File: src/rtl/video_pkg.sv
// Shared video-path types: colour standard selection and fixed-point RGB->YCbCr coefficients.
package video_pkg;

    typedef enum logic [1:0] {
        MODE_601  = 2'd0,
        MODE_709  = 2'd1,
        MODE_GREY = 2'd2
    } mode_e;

    localparam int unsigned RGB2YCC_LAT = 4;
    localparam int unsigned COEF_W      = 16;

    typedef logic signed [COEF_W-1:0] coef_t;

    // Index 0/1/2 of each row weights red/green/blue.
    typedef struct packed {
        coef_t [2:0] y;
        coef_t [2:0] cb;
        coef_t [2:0] cr;
    } coef_set_t;

    // Table values are in units of 2^-10; rescale (round half up) to the requested precision.
    function automatic coef_t scale_coef(int c, int unsigned frac);
        int s;
        if (frac >= 10) begin
            s = c * (1 << (frac - 10));
        end else begin
            s = (c * (1 << frac) + 512) >>> 10;
        end
        return coef_t'(s);
    endfunction

    function automatic coef_set_t get_coefs(mode_e mode, int unsigned frac = 10);
        int c [9];
        coef_set_t cs;
        case (mode)
            MODE_709:  c = '{218, 732, 74, -117, -395, 512, 512, -465, -47};
            MODE_GREY: c = '{341, 342, 341, 0, 0, 0, 0, 0, 0};
            default:   c = '{306, 601, 117, -173, -339, 512, 512, -429, -83};
        endcase
        for (int i = 0; i < 3; i++) begin
            cs.y[i]  = scale_coef(c[i], frac);
            cs.cb[i] = scale_coef(c[i + 3], frac);
            cs.cr[i] = scale_coef(c[i + 6], frac);
        end
        return cs;
    endfunction

endpackage

File: src/rtl/sync_delay.sv
// N-stage shift register with async reset, used to align sync strobes with pipelined data.
module sync_delay #(
    parameter int unsigned WIDTH = 1,
    parameter int unsigned DEPTH = 4
) (
    input  logic             clk,
    input  logic             rst,
    input  logic [WIDTH-1:0] d_i,
    output logic [WIDTH-1:0] q_o
);

    logic [WIDTH-1:0] stage_q [DEPTH];

    always_ff @(posedge clk or posedge rst) begin
        if (rst) begin
            for (int i = 0; i < DEPTH; i++) stage_q[i] <= '0;
        end else begin
            stage_q[0] <= d_i;
            for (int i = 1; i < DEPTH; i++) stage_q[i] <= stage_q[i-1];
        end
    end

    assign q_o = stage_q[DEPTH-1];

endmodule

File: src/rtl/rgb2ycbcr_pipe.sv
// Four-stage RGB to full-range YCbCr converter with frame-locked standard selection
// and output-side pixel/line position tracking.
module rgb2ycbcr_pipe
    import video_pkg::*;
#(
    parameter int unsigned COLORDEPTH = 8,
    parameter int unsigned COEF_FRAC  = 10,
    parameter int unsigned MAX_W      = 2048,
    parameter int unsigned MAX_H      = 2048,
    parameter logic [1:0]  MODE_RST   = 2'd0
) (
    input  logic                       clk,
    input  logic                       rst,
    input  logic [COLORDEPTH-1:0]      red_i,
    input  logic [COLORDEPTH-1:0]      green_i,
    input  logic [COLORDEPTH-1:0]      blue_i,
    input  logic                       dv_i,
    input  logic                       hs_i,
    input  logic                       vs_i,
    input  logic [1:0]                 mode_i,
    output logic [COLORDEPTH-1:0]      y_o,
    output logic [COLORDEPTH-1:0]      cb_o,
    output logic [COLORDEPTH-1:0]      cr_o,
    output logic                       dv_o,
    output logic                       hs_o,
    output logic                       vs_o,
    output logic                       line_end_o,
    output logic                       frame_start_o,
    output logic [$clog2(MAX_W)-1:0]   x_o,
    output logic [$clog2(MAX_H)-1:0]   line_o,
    output logic [1:0]                 mode_o
);

    localparam int unsigned AW = COLORDEPTH + COEF_FRAC + 3;
    localparam int unsigned XW = $clog2(MAX_W);
    localparam int unsigned YW = $clog2(MAX_H);

    typedef logic signed [AW-1:0] acc_t;

    localparam acc_t                  RND     = acc_t'(1) << (COEF_FRAC - 1);
    localparam acc_t                  MID     = acc_t'(1) << (COLORDEPTH - 1 + COEF_FRAC);
    localparam logic [COLORDEPTH-1:0] PIX_MAX = '1;
    localparam logic [XW-1:0]         X_LAST  = XW'(MAX_W - 1);
    localparam logic [YW-1:0]         Y_LAST  = YW'(MAX_H - 1);

    function automatic acc_t mul(coef_t c, logic [COLORDEPTH-1:0] p);
        return acc_t'(c) * acc_t'({1'b0, p});
    endfunction

    function automatic logic [COLORDEPTH-1:0] sat(acc_t acc);
        acc_t s;
        s = acc >>> COEF_FRAC;
        if (s < 0) return '0;
        if (s > acc_t'(PIX_MAX)) return PIX_MAX;
        return s[COLORDEPTH-1:0];
    endfunction

    // Stage 1: input register and mode latch.
    logic [COLORDEPTH-1:0] rgb_s1_q [3];
    logic [1:0]            pend_q, act_q, mode_eff;
    logic                  vs_s1_q, vs_s2_q;

    always_ff @(posedge clk or posedge rst) begin
        if (rst) begin
            rgb_s1_q <= '{default: '0};
            pend_q   <= MODE_RST;
            act_q    <= MODE_RST;
            vs_s1_q  <= 1'b0;
            vs_s2_q  <= 1'b0;
        end else begin
            rgb_s1_q <= '{red_i, green_i, blue_i};
            pend_q   <= mode_i;
            act_q    <= mode_eff;
            vs_s1_q  <= vs_i;
            vs_s2_q  <= vs_s1_q;
        end
    end

    // The pixel carrying the vsync rise already uses the mode requested alongside it.
    assign mode_eff = (vs_s1_q && !vs_s2_q) ? pend_q : act_q;

    // Stage 2: products.
    coef_set_t coefs;
    acc_t      prod_y_q [3];
    acc_t      prod_cb_q [3];
    acc_t      prod_cr_q [3];
    logic [1:0] mode_s2_q, mode_s3_q;

    always_comb coefs = get_coefs(mode_e'(mode_eff), COEF_FRAC);

    always_ff @(posedge clk or posedge rst) begin
        if (rst) begin
            for (int i = 0; i < 3; i++) begin
                prod_y_q[i]  <= '0;
                prod_cb_q[i] <= '0;
                prod_cr_q[i] <= '0;
            end
            mode_s2_q <= MODE_RST;
        end else begin
            for (int i = 0; i < 3; i++) begin
                prod_y_q[i]  <= mul(coefs.y[i], rgb_s1_q[i]);
                prod_cb_q[i] <= mul(coefs.cb[i], rgb_s1_q[i]);
                prod_cr_q[i] <= mul(coefs.cr[i], rgb_s1_q[i]);
            end
            mode_s2_q <= mode_eff;
        end
    end

    // Stage 3: sums with rounding and chroma offset; stage 4: saturate.
    acc_t y_acc_q, cb_acc_q, cr_acc_q;

    always_ff @(posedge clk or posedge rst) begin
        if (rst) begin
            y_acc_q   <= '0;
            cb_acc_q  <= '0;
            cr_acc_q  <= '0;
            mode_s3_q <= MODE_RST;
            y_o       <= '0;
            cb_o      <= '0;
            cr_o      <= '0;
            mode_o    <= MODE_RST;
        end else begin
            y_acc_q   <= prod_y_q[0] + prod_y_q[1] + prod_y_q[2] + RND;
            cb_acc_q  <= prod_cb_q[0] + prod_cb_q[1] + prod_cb_q[2] + RND + MID;
            cr_acc_q  <= prod_cr_q[0] + prod_cr_q[1] + prod_cr_q[2] + RND + MID;
            mode_s3_q <= mode_s2_q;
            y_o       <= sat(y_acc_q);
            cb_o      <= sat(cb_acc_q);
            cr_o      <= sat(cr_acc_q);
            mode_o    <= mode_s3_q;
        end
    end

    logic [2:0] sync_out;

    sync_delay #(
        .WIDTH(3),
        .DEPTH(RGB2YCC_LAT)
    ) u_sync_delay (
        .clk(clk),
        .rst(rst),
        .d_i({dv_i, hs_i, vs_i}),
        .q_o(sync_out)
    );

    assign {dv_o, hs_o, vs_o} = sync_out;

    // Output-side position tracking; x_q holds the index the next valid pixel will take.
    logic          dv_prev_q, vs_prev_q, armed_q;
    logic [XW-1:0] x_q, x_now;
    logic [YW-1:0] line_q, line_now;
    logic          vs_rise, dv_fall, armed_now;

    always_comb begin
        vs_rise   = vs_o & ~vs_prev_q;
        dv_fall   = dv_prev_q & ~dv_o;
        x_now     = x_q;
        line_now  = line_q;
        armed_now = armed_q;
        if (vs_rise) begin
            x_now     = '0;
            line_now  = '0;
            armed_now = 1'b1;
        end else if (dv_fall) begin
            x_now = '0;
            if (line_q != Y_LAST) line_now = line_q + 1'b1;
        end
    end

    assign x_o           = x_now;
    assign line_o        = line_now;
    assign line_end_o    = dv_fall;
    assign frame_start_o = armed_now & dv_o;

    always_ff @(posedge clk or posedge rst) begin
        if (rst) begin
            dv_prev_q <= 1'b0;
            vs_prev_q <= 1'b0;
            armed_q   <= 1'b0;
            x_q       <= '0;
            line_q    <= '0;
        end else begin
            dv_prev_q <= dv_o;
            vs_prev_q <= vs_o;
            armed_q   <= armed_now & ~dv_o;
            x_q       <= (dv_o && x_now != X_LAST) ? x_now + 1'b1 : x_now;
            line_q    <= line_now;
        end
    end

endmodule

File: config.mk
export PLATFORM = sky130hd
export DESIGN_NAME = rgb2ycbcr_pipe
export DESIGN_NICKNAME = d
export VERILOG_FILES = /design/src/rtl/video_pkg.sv /design/src/rtl/sync_delay.sv /design/src/rtl/rgb2ycbcr_pipe.sv
export SDC_FILE = /design/constraint.sdc
export NUM_CORES = 1
export LEC_CHECK = 0
export CAP_MARGIN = 20
export CELL_PAD_IN_SITES_DETAIL_PLACEMENT = 1
export CELL_PAD_IN_SITES_GLOBAL_PLACEMENT = 1
export CORE_ASPECT_RATIO = 1.25
export CORE_MARGIN = 2
export CORE_UTILIZATION = 49
export DETAILED_ROUTE_END_ITERATION = 7
export DONT_BUFFER_PORTS = 1
export PLACE_DENSITY_LB_ADDON = 0.1
export SLEW_MARGIN = 15
export SYNTH_ARGS = -nofsm -noshare
export SYNTH_HDL_FRONTEND = slang
export SYNTH_SLANG_ARGS = --single-unit
File: constraint.sdc
create_clock -name clk -period 10.2 [get_ports clk]
set_clock_uncertainty 0.05 [all_clocks]
set_input_delay 0.51 -clock clk [delete_from_list [all_inputs] [get_ports clk]]
set_output_delay 0.51 -clock clk [all_outputs]
set_load 0.02 [all_outputs]
[Word level (Yosys, flattened, before mapping)]
Cells that the tools add are included.
Word-level totals
  flip-flop bits (word level): 347
  logic and storage cells: 104
  output and inout port bits: 53
  input bits: 31
Operators by class
  eq/ne operators: 4
  reduce and logical (&&, ||, !) cells: 3
  bitwise logic cells: 6
  muxes and demuxes: 30
  add/sub/neg operators: 13
  $mul: 9
  $lt $le $gt $ge: 6
Operator list (number)
  case mux 265 bit (2 select lines): 1
  multiplier 16 x 9 -> 21 bit: 9
  adder 21 bit: 6
  2-to-1 mux 8 bit: 12
  2-to-1 mux 11 bit: 6
  adder 21 x 11 -> 21 bit (second input constant): 3
  adder 21 x 19 -> 21 bit (second input constant): 2
  > comparator 11 x 9 -> 1 bit (second input constant): 3
  less-than comparator 11 x 1 -> 1 bit (second input constant): 3
  adder 11 x 1 -> 11 bit (second input constant): 2
  != test 11 bit (second input constant): 2
  2-to-1 mux 1 bit: 10
  AND 1 bit: 4
  equality test 2 x 1 -> 1 bit (second input constant): 1
  equality test 2 bit (second input constant): 1
  logical AND 1 bit: 2
  2-to-1 mux 2 bit: 1
  inverter 1 bit: 2
  zero test 1 bit: 1

[Longest topological paths before layout]
Gate-level depths: netlist of run 1.
  depth after elaboration: 7
  depth in mapped cells: 26

[Hierarchy]
A second synthesis of run 1 with hierarchy kept.
Unflattened totals
  cells, all modules: 2613
  area, all modules: 26944.6 um^2
Modules (own cells, without submodules)
  rgb2ycbcr_pipe: area each 26618.0 um^2, sequential area each 6681.4 um^2, instances 1, cells each 2597
  sync_delay: area each 326.6 um^2, sequential area each 300.3 um^2, instances 1, cells each 16

[Least setup slack after synthesis of run 1]
OpenSTA, ideal clock, no wires.
  path type: register -> register
  from: register, netlist name u_sync_delay.stage_q[6]
  to: register prod_cr_q[40] (netlist bit)
  arrival: 5.644 ns
  slack: 4.381 ns
  setup time: 0.126 ns
  data required time: 10.024 ns
  buffers on the path: 1
  stages on the path, launching flop included: 23
  path through: dfrtp_1 nand2b_1 mux2_2 ha_1 clkbuf_1 nand2b_1 inv_1 fa_1 inv_1 fa_1 inv_1 fa_1 inv_1 fa_1 inv_1 ha_1 a31o_2 a41o_1 o2111a_1 o21a_1 o21a_1 mux2i_1 nand2_1
RTL lines
  end signal: indexed assignment: line rgb2ycbcr_pipe.sv:103  | prod_cr_q[i] <= mul(coefs.cr[i], rgb_s1_q[i]);
  end: declaration: line rgb2ycbcr_pipe.sv:86  | acc_t prod_cr_q [3];

==> results of run 1 <==
-- worst max-delay path, stage by stage (launching register included) --
cell,delay [ns]
dfrtp_1,0.37
nand2b_1,0.18
mux2_2,0.27
ha_1,0.23
buf_4,0.41
nand2b_1,0.32
inv_1,0.21
fa_1,0.77
inv_1,0.23
fa_1,0.56
inv_1,0.05
fa_1,0.47
inv_1,0.06
fa_1,0.53
inv_1,0.04
ha_1,0.36
a31o_2,0.28
a41o_1,0.24
o2111a_1,0.28
o21a_1,0.19
o21a_1,0.19
mux2i_1,0.14
nand2_1,0.07
-- kinds of logic (layout without fill, tap and decap cells) --
kind of cell / Yosys count / after routing / share of synthesized area
AOI/OAI and AO/OA: 270 / 270 / 0.0688
DFF: 277 / 277 / 0.256
muxes: 8 / 8 / 0.00328
and+or+nand+nor: 504 / 504 / 0.0931
xor gates and xnor gates: 132 / 132 / 0.0427
buffers and inverters: 688 / 755 / 0.0960
adders and majority gates: 757 / 757 / 0.440
other: 0 / 2 / 0
-- layout make-up --
class                      instances  share of cell area
antenna                            2            0.000170
clock buffer                      40              0.0311
tap                              735              0.0313
clock inverter                    21             0.00880
inverter                         658              0.0843
multi-input combinational       1671               0.597
sequential                       277               0.236
timing repair buffer              36              0.0122
-- sequential cells by signal, indices dropped and copies added, names as in the netlist, 2 cells and up --
name,cells
prod_y_q,55
prod_cr_q,50
prod_cb_q,46
rgb_s1_q,24
cb_acc_q,11
cr_acc_q,11
line_q,11
x_q,11
y_acc_q,11
u_sync_delay.stage_q,9
cb_o,8
cr_o,8
y_o,8
u_sync_delay.q_o,3
mode_o,2
mode_s2_q,2
mode_s3_q,2
pend_q,2
-- layout by cell type (no fill, tap or decap), drive strengths merged, types with 5 or more instances in the layout --
cell	count
a21boi	8
nand3	24
or2	10
o21ai	42
clkinv	13
xnor2	99
o211ai	9
o21a	24
a21oi	85
inv	660
bufinv	5
and2	59
a31oi	5
o21bai	8
nor2	148
nor3	30
ha	431
a221oi	5
o31a	5
nand4	10
clkbuf	40
a21o	35
nand2b	41
xor2	33
nand2	103
dfrtp	277
a211oi	8
o31ai	8
dlygate4sd3	30
fa	326
and3	14
nor2b	49
or3	7
buf	6
-- per-stage QoR --
step	instances	setup WS (ns)	utilization
after floorplan	2636	2.00	-
after global placement	3347	3.68	0.510
after detailed placement	3347	3.54	0.510
after CTS	3438	3.55	0.537
after global routing	3438	3.15	0.537
final	3440	3.56	0.537
-- per-layer routing --
metal / vias up / share of wire / global-route usage
met1: 9009 / 0.41 / 0.279
met2: 212 / 0.54 / 0.462
met3: 114 / 0.024 / 0.0264
met4: 2 / 0.032 / 0.0813
li1: 8284 / - / -
met5: - / 0.00014 / 0
-- worst paths after layout --
| path | to | slack, ns | startpoint | cells past startpoint |
|---|---|---|---|---|
| worst max-delay path | prod_cr_q[40] | 3.56 | u_sync_delay.stage_q[6] | 22 |
| worst min-delay path | u_sync_delay.q_o[2] | 0.30 | u_sync_delay.stage_q[5] | 0 |
| worst max register to register | prod_cr_q[40] | 3.56 | u_sync_delay.stage_q[6] | 22 |
| worst min register to register | u_sync_delay.q_o[2] | 0.30 | u_sync_delay.stage_q[5] | 0 |
| max in group asynchronous | prod_cb_q[26] | 8.19 | rst | 3 |
| min in group asynchronous | y_o[0] | 0.54 | rst | 2 |
==> results.tsv, run 1 <==
stage	metric	value	unit
placed_design	IO buf count	0	
clock_tree	Root Driver	clkbuf_16	
global_routing	first-pass GRT wire length	107	mm
routing	antenna-violating nets left	0	
logic_synthesis	count of different cell masters after synthesis	74	
cells_and_area	Filler cells	6058	
logic_synthesis	synth warn	0	
sta	Finish-stage setup viols	0	
cells_and_area	Final nets	3466	
sta	Final Hold Fails	0	
job	Maximum Capacitance Violations	0	
setup_path	Crit path arrival time	7.02	ns
clock_tree	clock buffer depth	3	
logic_synthesis	synth top area cells	dfrtp_1 (26%), fa_1 (24%), ha_1 (20%)	
routing	final WL	65.6	mm
routing	Via-to-Cell Ratio	5.12	
die	I/O pin cnt	84	
clock_tree	CTS buffer count	34	
routing	Vias	17600	
logic_synthesis	#FFs+latches synth	277	
logic_synthesis	Post-synth EDFFs	0	
sta	Period minus WS final	6.64	ns
setup_path	CP required	10.58	ns
logic_synthesis	Post-synth top flop	dfrtp_1	
routing	drt first pass iters	5	
routing	DRC viols	0	
sta	worst slew pin tran	1.03	ns
routing	drt first-iter violations	681	
setup_path	type of the worst setup path	reg -> reg	
die	Initial Util	0.494	
routing	WL/cell	19.1	microns
die	die footprint	57200	sq um
die	die width	214	microns
outcome	status	completed	
placed_design	placed cell area	27900	sq um
sta	Slew HR	0.315	
setup_path	CP Launch Type	flop	
logic_synthesis	share of flip-flops with an asynchronous set or reset	1.00	
logic_synthesis	count leader, synth	inv_1	
global_routing	initial antenna violation count	3	
min_path	Hold WC Path Type	reg -> reg	
clock_tree	clk sinks	277	
clock_tree	H-tree depth	2	
sta	Final period util	0.651	
cells_and_area	final instance area	29400	sq um
global_routing	total gr overflow	0	
setup_path	largest fanout on the critical path	45	
clock_tree	CTS tree	built	
placed_design	GPL Wtd Cong	0.881	
global_routing	global-route usage over all layers	0.241	
logic_synthesis	Synth top cells by count	inv_1 (657), ha_1 (431), fa_1 (326)	
setup_path	crit end category	flop	
cells_and_area	share of cells above drive strength 1	0.0396	
sta	FMAX	151	MHz
logic_synthesis	cell taking the most area after synthesis	dfrtp_1	
die	core area	54800	sq um
sta	Setup TNS	0	ns
logic_synthesis	Mapped Area	27100	sq um
placed_design	DP HPWL	54.9	mm
clock_tree	Clk Latency, worst-skew pair	0.55	ns
logic_synthesis	Synthesized Nets	3424	
clock_tree	post-CTS setup buffer count	0	
sta	hold_ws	0.297	ns
clock_tree	Resized cells post-CTS	0	
cells_and_area	register area	6930	sq um
die	Std-Cell Rows	96	
global_routing	vias in the first global route	20600	
cells_and_area	footprint of the multi-input gates	17600	sq um
logic_synthesis	Post-Synthesis Cells	2636	
clock_tree	clk slew on worst S/H paths	0.06	ns
global_routing	largest net degree at the start of global routing	168	
logic_synthesis	share of the synthesized area in the top cell type	0.256	
die	Die Y	267	microns
clock_tree	CTS Hold Bufs	30	
cells_and_area	Syn-to-layout area delta	8.62	%
logic_synthesis	post-synthesis sequential area ratio	0.256	
logic_synthesis	syn_area_per_cell	10.3	sq um
sta	RSZ-0062 raised after global routing	no	
sta	Slew Viols, Final	0	
Power of run 1 is not shown: default switching activity piles up to over one toggle a cycle in this logic, so the estimate is an artifact.
==> inputs of run 2 (changes only) <==
- CORE_UTILIZATION: 49 -> 48
- clock period: 10.2 -> 5.9 ns (I/O delays scaled with it)
==> results.tsv, run 2 (synthesis results as in run 1) <==
stage	metric	value	unit
outcome	status	completed	
cells_and_area	commonest non-fill, non-tap cell in the layout	inv_1	
die	I/O pin cnt	84	
placed_design	IO buf count	0	
cells_and_area	Syn-to-layout area delta	11.8	%
sta	RSZ-0062 raised after global routing	yes	
sta	Slew HR	0.318	
global_routing	initial antenna violation count	0	
cells_and_area	Largest register FFs	55	
global_routing	first-pass GRT wire length	112	mm
routing	final WL	69.1	mm
setup_path	CP most frequent cell	o21a_1	
setup_path	Crit path arrival time	6.11	ns
routing	wire length on met2	38.3	mm
routing	DRC viols	0	
sta	Slew Viols, Final	0	
sta	Final Hold Fails	0	
cells_and_area	biggest regs	prod_y_q x55, prod_cr_q x50, prod_cb_q x46	
clock_tree	H-tree depth	2	
clock_tree	clk slew on worst S/H paths	0.06	ns
cells_and_area	footprint of the multi-input gates	17700	sq um
setup_path	crit end category	flop	
clock_tree	clock buffer depth	3	
setup_path	type of the worst setup path	reg -> reg	
cells_and_area	share of cells above drive strength 1	0.0807	
global_routing	global-route usage over all layers	0.247	
setup_path	critical-path cell list	nand2b_4 > mux2_4 > ha_4 > buf_12 > nand2_2 > xnor2_2 > ha_1 > fa_1 > fa_1 > inv_1 > fa_1 > inv_1 > ha_1 > o21a_1 > o21a_1 > a41o_1 > o2111a_1 > o21a_1 > o21a_1 > mux2i_1 > nand2_1	
cells_and_area	Top reg by flops	prod_y_q	
min_path	Hold WC Path Type	in -> async	
cells_and_area	post-route insts no fill	3531	
cells_and_area	post-layout util	0.541	
cells_and_area	most frequent cells in the layout	inv_1 (651), ha_1 (426), fa_1 (325)	
clock_tree	Root Driver	clkbuf_16	
placed_design	DP HPWL	58.1	mm
routing	antenna-violating nets left	0	
die	Initial Util	0.484	
setup_path	CP Depth	21	
routing	Vias	18000	
sta	FMAX	173	MHz
setup_path	Buf/Inv on CP	3	
routing	met3 wire length	1.39	mm
sta	Finish-stage setup viols	0	
cells_and_area	Filler cells	6158	
setup_path	largest fanout on the critical path	26	
global_routing	total gr overflow	0	
die	Die Y	270	microns
global_routing	largest net degree at the start of global routing	121	
setup_path	Max stage delay on crit path	0.54	ns
routing	drt first pass iters	5	
clock_tree	CTS tree	built	
die	die width	216	microns
clock_tree	Clk Latency, worst-skew pair	0.55	ns
die	Std-Cell Rows	97	
setup_path	CP required	6.24	ns
routing	top layer in use	met4	
placed_design	GPL Wtd Cong	0.891	
placed_design	Cells after DPL	3436	
die	die footprint	58300	sq um
routing	Via-to-Cell Ratio	5.09	
clock_tree	clk sinks	277	
sta	worst slew pin tran	1.02	ns
sta	Period minus WS final	5.77	ns
setup_path	Critical-path top delay cell	fa_1	
cells_and_area	register area	6930	sq um
setup_path	CP Launch Type	flop	
setup_path	Top Family by Delay on Critical Path	adder cells	
routing	WL/cell	19.6	microns
clock_tree	CTS buffer count	34	
setup_path	worst-case reg-to-reg path depth	21	
cells_and_area	ANT cells	0	
cells_and_area	Final nets	3552	
routing	drt first-iter violations	642	
routing	DRT met1 WL	27.7	mm
job	Maximum Capacitance Violations	0	
die	core area	55900	sq um
sta	Final period util	0.977	
global_routing	vias in the first global route	21200	
## run 2: cell type report
| cell class | count | share of cell area |
|---|---|---|
| sequential | 277 | 0.229 |
| multi-input combinational | 1671 | 0.586 |
| timing repair buffer | 122 | 0.0337 |
| clock buffer | 44 | 0.0307 |
| clock inverter | 17 | 0.00860 |
| tap | 742 | 0.0307 |
| inverter | 658 | 0.0818 |
## run 2: final timing paths
kind / start / to / slack, ns
max: u_sync_delay.stage_q[6] / prod_cr_q[40] / 0.13
min: rst / cr_acc_q[20] / 0.19
max reg2reg: u_sync_delay.stage_q[6] / prod_cr_q[40] / 0.13
min reg2reg: u_sync_delay.stage_q[10] / u_sync_delay.stage_q[7] / 0.29
max in group asynchronous: rst / prod_cb_q[41] / 4.32
min in group clk: blue_i[2] / rgb_s1_q[2] / 0.25
## run 2: through the flow
step / cell area, sq um / setup TNS [ns] / hold slack [ns] / worst slack, ns
after detailed placement: 28600 / -0.485 / 0.156 / -0.138
after global placement: 28600 / -0.0347 / 0.136 / -0.0247
final: 30300 / 0 / 0.194 / 0.134
after global routing: 30300 / -0.446 / 0.206 / -0.133
after floorplan: 27100 / 0 / 0.276 / 0.0805
after CTS: 30100 / 0 / 0.182 / 0.00430
## run 2: routing by layer
metal,vias up,GRT usage
li1,8447,-
met1,9243,0.287
met2,185,0.481
met3,85,0.0219
met4,0,0.0627
met5,-,0
## run 2: timing repair
action / CTS / global route
setup endpoints to repair: 16 / 29
setup buffers: 0 / 4
gates resized for setup: 7 / 47
hold buffers: 30 / 0
pin swaps: 1 / 8
endpoints found under the hold margin: 42 / 0
Power of run 2 is left out for the same reason.
